--- src/rtl/hazard_ctrl.sv ---
// hazard_ctrl: hazard detection for the 5-stage pipeline.
//
// Keeps a shadow copy of the E/M/W destination info, advanced in lock-step
// with the datapath pipeline registers. From that state and the decode-stage
// fields it produces the execute-stage operand forwarding selects, the
// fetch/decode stall, the decode/execute flush and a saturating count of
// stalled cycles.
//
// Build option: HAZARD_FORWARD_EN
//   defined   - M/W results are forwarded into execute; only a load followed
//               by a dependent instruction stalls (one cycle).
//   undefined - no forwarding (selects stay 00); a decode instruction stalls
//               while an E or M writer targets one of its sources. W needs no
//               stall because the regfile writes on the falling edge.
//
// Handshake: there is none. Every output is combinational from the shadow
// registers and the current decode/execute inputs and is valid in the same
// cycle; the shadow registers advance on every rising edge of clk.

module hazard_ctrl #(
  parameter int STALL_CNT_W = 16
) (
  input  logic                   clk,
  input  logic                   reset,
  input  logic [4:0]             Rs1D,
  input  logic [4:0]             Rs2D,
  input  logic [4:0]             RdD,
  input  logic                   RegWriteD,
  input  logic [1:0]             ResultSrcD,
  input  logic                   PCSrcE,
  output logic [1:0]             ForwardAE,
  output logic [1:0]             ForwardBE,
  output logic                   StallF,
  output logic                   StallD,
  output logic                   FlushD,
  output logic                   FlushE,
  output logic [STALL_CNT_W-1:0] StallCnt
);

  localparam logic [1:0] FWD_REGFILE = 2'b00;
  localparam logic [1:0] FWD_RESULTW = 2'b01;
  localparam logic [1:0] FWD_ALUM    = 2'b10;
  localparam logic [1:0] RES_LOAD    = 2'b01;

  // ---------------------------------------------------------------------------
  // Shadow pipeline state
  // ---------------------------------------------------------------------------
  logic [4:0]             rd_e_q,       rd_e_d;
  logic                   regwrite_e_q, regwrite_e_d;
  logic [4:0]             rd_m_q;
  logic                   regwrite_m_q;
  logic [4:0]             rd_w_q;
  logic                   regwrite_w_q;
  logic [STALL_CNT_W-1:0] stall_cnt_q,  stall_cnt_d;

`ifdef HAZARD_FORWARD_EN
  // Source registers and load flag in E are only consulted when forwarding.
  logic [4:0] rs1_e_q,  rs1_e_d;
  logic [4:0] rs2_e_q,  rs2_e_d;
  logic       load_e_q, load_e_d;
`endif

  // Writer qualification: x0 is never a real destination.
  logic wr_m;
  logic wr_w;
  logic stall;

  assign wr_m = regwrite_m_q & (rd_m_q != 5'd0);
  assign wr_w = regwrite_w_q & (rd_w_q != 5'd0);

`ifdef HAZARD_FORWARD_EN
  // ---------------------------------------------------------------------------
  // Forwarding: the youngest writer (M) wins over the older one (W).
  // ---------------------------------------------------------------------------
  // Operand A/B forwarding selects from the shadow M and W writers.
  always_comb begin
    ForwardAE = FWD_REGFILE;
    ForwardBE = FWD_REGFILE;
    if (wr_m && (rd_m_q == rs1_e_q)) begin
      ForwardAE = FWD_ALUM;
    end else if (wr_w && (rd_w_q == rs1_e_q)) begin
      ForwardAE = FWD_RESULTW;
    end
    if (wr_m && (rd_m_q == rs2_e_q)) begin
      ForwardBE = FWD_ALUM;
    end else if (wr_w && (rd_w_q == rs2_e_q)) begin
      ForwardBE = FWD_RESULTW;
    end
  end

  // A load's data only exists after M, so a dependent decode instruction
  // has to wait one cycle; everything else is covered by forwarding.
  assign stall = load_e_q & (rd_e_q != 5'd0) &
                 ((rd_e_q == Rs1D) | (rd_e_q == Rs2D));
`else
  logic wr_e;
  logic unused_fwd_fields;

  assign ForwardAE = FWD_REGFILE;
  assign ForwardBE = FWD_REGFILE;

  assign wr_e = regwrite_e_q & (rd_e_q != 5'd0);

  // Without forwarding a reader waits until its producer reaches W; the
  // regfile's falling-edge write makes the W value visible in decode.
  assign stall = (wr_e & ((rd_e_q == Rs1D) | (rd_e_q == Rs2D))) |
                 (wr_m & ((rd_m_q == Rs1D) | (rd_m_q == Rs2D)));

  // The result select only matters for load detection when forwarding.
  assign unused_fwd_fields = ^ResultSrcD;
`endif

  // ---------------------------------------------------------------------------
  // Control outputs. A taken branch discards the decode instruction, so any
  // stall it would have caused is pointless and is suppressed.
  // ---------------------------------------------------------------------------
  assign StallD   = stall & ~PCSrcE;
  assign StallF   = StallD;
  assign FlushD   = PCSrcE;
  assign FlushE   = stall | PCSrcE;
  assign StallCnt = stall_cnt_q;

  // Next-state of the E shadow stage: decode fields, or a bubble on flush.
  always_comb begin
    rd_e_d       = RdD;
    regwrite_e_d = RegWriteD;
`ifdef HAZARD_FORWARD_EN
    rs1_e_d      = Rs1D;
    rs2_e_d      = Rs2D;
    load_e_d     = (ResultSrcD == RES_LOAD);
`endif
    if (FlushE) begin
      rd_e_d       = 5'd0;
      regwrite_e_d = 1'b0;
`ifdef HAZARD_FORWARD_EN
      rs1_e_d      = 5'd0;
      rs2_e_d      = 5'd0;
      load_e_d     = 1'b0;
`endif
    end
  end

  // Next-state of the stall counter: count stalled cycles, hold at all-ones.
  always_comb begin
    stall_cnt_d = stall_cnt_q;
    if (StallD && (stall_cnt_q != {STALL_CNT_W{1'b1}})) begin
      stall_cnt_d = stall_cnt_q + 1'b1;
    end
  end

  // Shadow pipeline and counter registers; E/M/W never stall.
  always_ff @(posedge clk) begin
    if (reset) begin
      rd_e_q       <= 5'd0;
      regwrite_e_q <= 1'b0;
      rd_m_q       <= 5'd0;
      regwrite_m_q <= 1'b0;
      rd_w_q       <= 5'd0;
      regwrite_w_q <= 1'b0;
      stall_cnt_q  <= '0;
`ifdef HAZARD_FORWARD_EN
      rs1_e_q      <= 5'd0;
      rs2_e_q      <= 5'd0;
      load_e_q     <= 1'b0;
`endif
    end else begin
      rd_e_q       <= rd_e_d;
      regwrite_e_q <= regwrite_e_d;
      rd_m_q       <= rd_e_q;
      regwrite_m_q <= regwrite_e_q;
      rd_w_q       <= rd_m_q;
      regwrite_w_q <= regwrite_m_q;
      stall_cnt_q  <= stall_cnt_d;
`ifdef HAZARD_FORWARD_EN
      rs1_e_q      <= rs1_e_d;
      rs2_e_q      <= rs2_e_d;
      load_e_q     <= load_e_d;
`endif
    end
  end

endmodule
--- config.mk ---
export PLATFORM = sky130hd
export DESIGN_NAME = hazard_ctrl
export DESIGN_NICKNAME = d
export VERILOG_FILES = /design/src/rtl/hazard_ctrl.sv
export SDC_FILE = /design/constraint.sdc
export NUM_CORES = 1
export LEC_CHECK = 0
export BUFFER_PORTS_ARGS = -buffer_cell sky130_fd_sc_hd__buf_4
export CORE_MARGIN = 2
export CORE_UTILIZATION = 40
export CTS_BUF_LIST = sky130_fd_sc_hd__clkbuf_8
export CTS_CLUSTER_DIAMETER = 200
export DETAILED_ROUTE_END_ITERATION = 12
export HOLD_SLACK_MARGIN = 0.15
export PLACE_DENSITY = 0.67
export SYNTH_ARGS = -nofsm -noshare
export SYNTH_HDL_FRONTEND = slang
export SYNTH_SLANG_ARGS = --single-unit
--- constraint.sdc ---
create_clock -name clk -period 2.1 [get_ports clk]
set_input_delay 0.21 -clock clk [delete_from_list [all_inputs] [get_ports clk]]
set_output_delay 0.21 -clock clk [all_outputs]
set_load 0.05 [all_outputs]
Yosys cells after proc, flatten, opt, wreduce, memory -nomap -nowiden
Cells that the tools add are included.

Register bits after elaboration: 28. Bits in latches: 0. RAM bits: 0. Memory bits (read-only): 0. Bits of input ports: 21. Logic and storage cells: 25. Memories kept: 0.

$add $sub $neg: 1. Multiply operators: 0. Div/mod/pow operators: 0. Order comparisons: 0. Eq/ne operators: 5. Shift operators: 0. Mux-type cells: 0. Bitwise operators: 10. Reduce and logical (&&, ||, !) cells: 4.

Operator list (count): $eq A5 B5 Y1 (4); $add A16 B1 Y16 const B (1); $ne A16 B16 Y1 const B (1); $reduce_bool A5 Y1 (2); $and A1 B1 Y1 (5); $or A1 B1 Y1 (4); $reduce_or A2 Y1 (1); $logic_and A1 B1 Y1 (1); $not A1 Y1 (1).

Depth between registers and ports, before layout
Depth after elaboration: 6. Mapped depth: 9. Depth with buffers taken out: 7.

Worst setup path after synthesis
Ideal clock, no wire load.

Path type: register to register. From: reg stall_cnt_q[0], in the netlist StallCnt[0]. To: reg stall_cnt_q[13], in the netlist StallCnt[13]. Setup time: 0.123 ns. Arrival time: 2.511 ns. Setup slack: -0.534 ns. Stages on the path, launching flop included: 10. Path buffers: 2. Clock period less this slack: 2.634 ns. Cells stage by stage: dfxtp_1 ha_1 clkbuf_1 nand4_1 nor4_2 nor3b_4 a22o_4 buf_6 nand3_1 mux2_1.

Cells in the longest elaborated chain, start to end: 2.

Ends and longest elaborated chain: start, declared (line 54) `logic [STALL_CNT_W-1:0] stall_cnt_q, stall_cnt_d;`; start signal, assigned (line 173) `stall_cnt_q <= stall_cnt_d;`; parallel branches: the longest is 2 deep, another holds $add A16 B1 Y16.

Several ways; the timed one is not identified. A chain may end at the register's enable or synchronous reset.

Worst setup path after layout
From: reg rd_m_q[1]. To: out StallD.

Cells in the longest elaborated chain, start to end: 5.

Ends and longest elaborated chain: start, declared (line 50) `logic [4:0] rd_m_q;`; start signal, assigned (line 169) `rd_m_q <= rd_e_q;`; $eq A5 B5 Y1 or $reduce_bool A5 Y1 (tied branches) (line 107, 68); $or A1 B1 Y1 or $and A1 B1 Y1 (tied branches) (line 107, 68); $and A1 B1 Y1 * (line 107) `(wr_m & ((rd_m_q == Rs1D) | (rd_m_q == Rs2D)));`; $or A1 B1 Y1 * (line 106) `assign stall = (wr_e & ((rd_e_q == Rs1D) | (rd_e_q == Rs2D))) |`; $and A1 B1 Y1 * (line 117) `assign StallD = stall & ~PCSrcE;`; end, declared (line 34) `output logic StallD,`.

Every way passes the cells marked *; elsewhere a longest branch is shown, timed or not.

==> out/qor.csv <==
metric,value,unit
reg-to-reg startpoint,rd_m_q[1],
R2R Path End,StallCnt[10],
Clock Sink Count,28,
Post-Synthesis Mean Instance Area,8.72,µm²
Worst setup startpoint,rd_m_q[1],
number of synthesized flops with an enable pin,0,
clk_lat worst skew,270,ps
crit share post-route,1.00,
Critical Path Fanout Max,4,
vias,1366,
largest net degree at the start of global routing,30,
row count,22,
Startpoint Class,flip-flop,
initial core utilization,0.423,
clk buf depth,2,
placed insts,264,
I/O pin count,45,
CTS tree,done,
Post-Syn Instances,180,
fin. max-slew vios,0,
ANT cells,0,
Power Density,519,mW/mm²
DR DRC count,0,
Internal Dissipation,0.000865,W
WP data required,1890,ps
Max VDD drop,0.000346,V
Worst setup endpoint,StallD,
RePlAce Congestion,0.737,
first-pass GRT wire length,5940,µm
crit-path leading delay family,simple AND/OR/NAND/NOR gates,
sequential power share,0.487,
All-Layer GR Usage,0.172,
violation count after the first detailed-route iteration,56,
PortBufs,38,
CTS root buf,clkbuf_8,
slowest cell on the critical path,or4_1,
RSZ-0062 raised after global routing,yes,
drt first pass iters,4,
Final Hold Viols,0,
"count leader, synth",dfxtp_1,
number of synthesized register bits,28,
"non-filler cells, final",277,
ranking of synthesized cells by area,"dfxtp_1 36%, xnor2_1 12%, nor2b_1 3.6%, nand3_1 3.5%, and2_1 3.2%",
Synth top cells by count,"28 x dfxtp_1, 21 x xnor2_1, 12 x nand2_1",
initial antenna violation count,0,
Final min period,2100,ps
clock power share,0.379,
switch share,0.227,
Buf/Inv on CP,1,
total gr overflow,0,
die height,66.7,µm
routed len/inst,12.6,µm
clock skew,5.72,ps
Die Wd,66.7,µm
"Primary FF master, synth",dfxtp_1,
final WL,3500,µm
ys async rst share,0,
status,completed,
share of cells above drive strength 1,0.393,
Tightest Pin Transition,538,ps
R2R depth,6,
FMAX,0.476,GHz
sequential fraction of the synthesis area,0.357,
Yosys top cell area share,0.357,
switching power of the nets,0.000255,W
critical path arrival,1890,ps
worst reg2reg setup slack,50,ps
drt via density,4.93,
Num CTS Buffers,3,
total die area,0.00444,mm²
Static Leakage,0.847,nW
core box area,0.00372,mm²
combinational share of power,0.134,
Routed Antenna Nets,0,
final setup vio count,0,
"Reg clk slew, reported paths",100,ps
worst hold path type,input pin to flip-flop,
synthesized cell area,0.00157,mm²
final net count,252,
dpl hpwl,2570,µm
max_cap viols,0,
worst setup path class,flip-flop to output port,
total power,0.00112,W
area grow syn2layout,37.4,%
CP Depth,5,
worst rel slew slack,0.639,
vias in the first global route,1268,
Worst Setup End Kind,output port,
Yosys warnings,0,
Yosys cell types,43,
H-tree levels,1,
CP Cell Sequence,"or4_1, o21a_1, a32o_2, and2_4, buf_8",
leading area contributor after synthesis,dfxtp_1,
Critical Path Max Stage Delay,520,ps
## worst min path at each step
stage | endpoint | startpoint | slack [ps] | cells past startpoint
after floorplan | rd_e_q[0] | RdD[0] | 330 | 1
after global placement | rd_e_q[3] | RdD[3] | 410 | 2
after detailed placement | rd_e_q[3] | RdD[3] | 420 | 2
after CTS | regwrite_e_q | RegWriteD | 150 | 2
after global routing | rd_m_q[3] | reset | 320 | 2
final | rd_m_q[0] | reset | 290 | 2
## cell usage in the layout, fill, tap and decap left out, types with 3 or more instances in the layout
| cell type | n |
|---|---|
| buf_4 | 45 |
| xnor2_1 | 21 |
| dfxtp_2 | 17 |
| nand2_1 | 12 |
| nor2_1 | 11 |
| nand3_1 | 10 |
| dfxtp_1 | 9 |
| nor2b_1 | 9 |
| a21oi_1 | 9 |
| and2_1 | 7 |
| nand4_1 | 7 |
| inv_1 | 6 |
| dlygate4sd3_1 | 6 |
| and3_1 | 4 |
| o21ai_0 | 4 |
| conb_1 | 4 |
| or3_1 | 3 |
| clkbuf_8 | 3 |
## registers in the layout, indices dropped and copies added (netlist names)
signal,cells
rd_e_q,5
regwrite_m_q,1
StallCnt,16
regwrite_e_q,1
rd_m_q,5
## metal layers
layer / up-vias / track usage / wire length, µm
met5: - / 0 / 0
met4: 0 / 0.0459 / 22
met3: 2 / 0.0270 / 128
met2: 24 / 0.279 / 1610
met1: 626 / 0.236 / 1740
li1: 714 / - / -
## stage by stage
step	cell area, µm²	worst slack, ps	utilization	hold WS (ps)	TNS, ps
3_3_place_gp	1960	74.0	0.528	414	0
6_report	2160	0.446	0.580	289	0
5_1_grt	2160	-37.3	0.580	318	-202
2_1_floorplan	1650	-119	-	332	-250
3_5_place_dp	1960	39.8	0.528	416	0
4_1_cts	2130	-10.6	0.573	152	-28.9
## area by class of cell
| type | instances | area (µm²) |
|---|---|---|
| fillers | 364 | 1560 |
| clock buffers | 3 | 41.3 |
| clock inverters | 1 | 30.0 |
| flip-flops and latches | 28 | 589 |
| well taps | 48 | 60.1 |
| inverters | 6 | 22.5 |
| multi-input cells | 137 | 975 |
| repair buffers | 54 | 439 |
## power by group through the flow
stage	Sequential, W	Combinational, W	Clock (W)
floorplan	0.000555	0.0000919	0
global placement	0.000557	0.000134	0
detailed placement	0.000557	0.000136	0
CTS	0.000544	0.000147	0.000432
global route	0.000546	0.000165	0.000459
finish	0.000545	0.000150	0.000425
## kinds of logic (layout without fill, tap and decap cells)
kind of cell | after synthesis | in the layout | share of synthesized area
fa+ha+maj | 1 | 1 | 0.00797
flops | 28 | 28 | 0.357
buf+inv | 18 | 64 | 0.0621
xor+xnor | 21 | 21 | 0.117
other cells | 1 | 4 | 0.00239
mux | 4 | 4 | 0.0287
simple gates | 80 | 80 | 0.292
compound gates | 27 | 27 | 0.133
## what timing repair did
item	4_1_cts	5_1_grt
buffers inserted	3	0
hold buffers	5	1
cloned	0	0
pin swaps	3	2
endpoints found under the hold margin	5	1
setup endpoints to repair	3	14
resized for setup	9	6
Power figures use the tool's default switching activity.
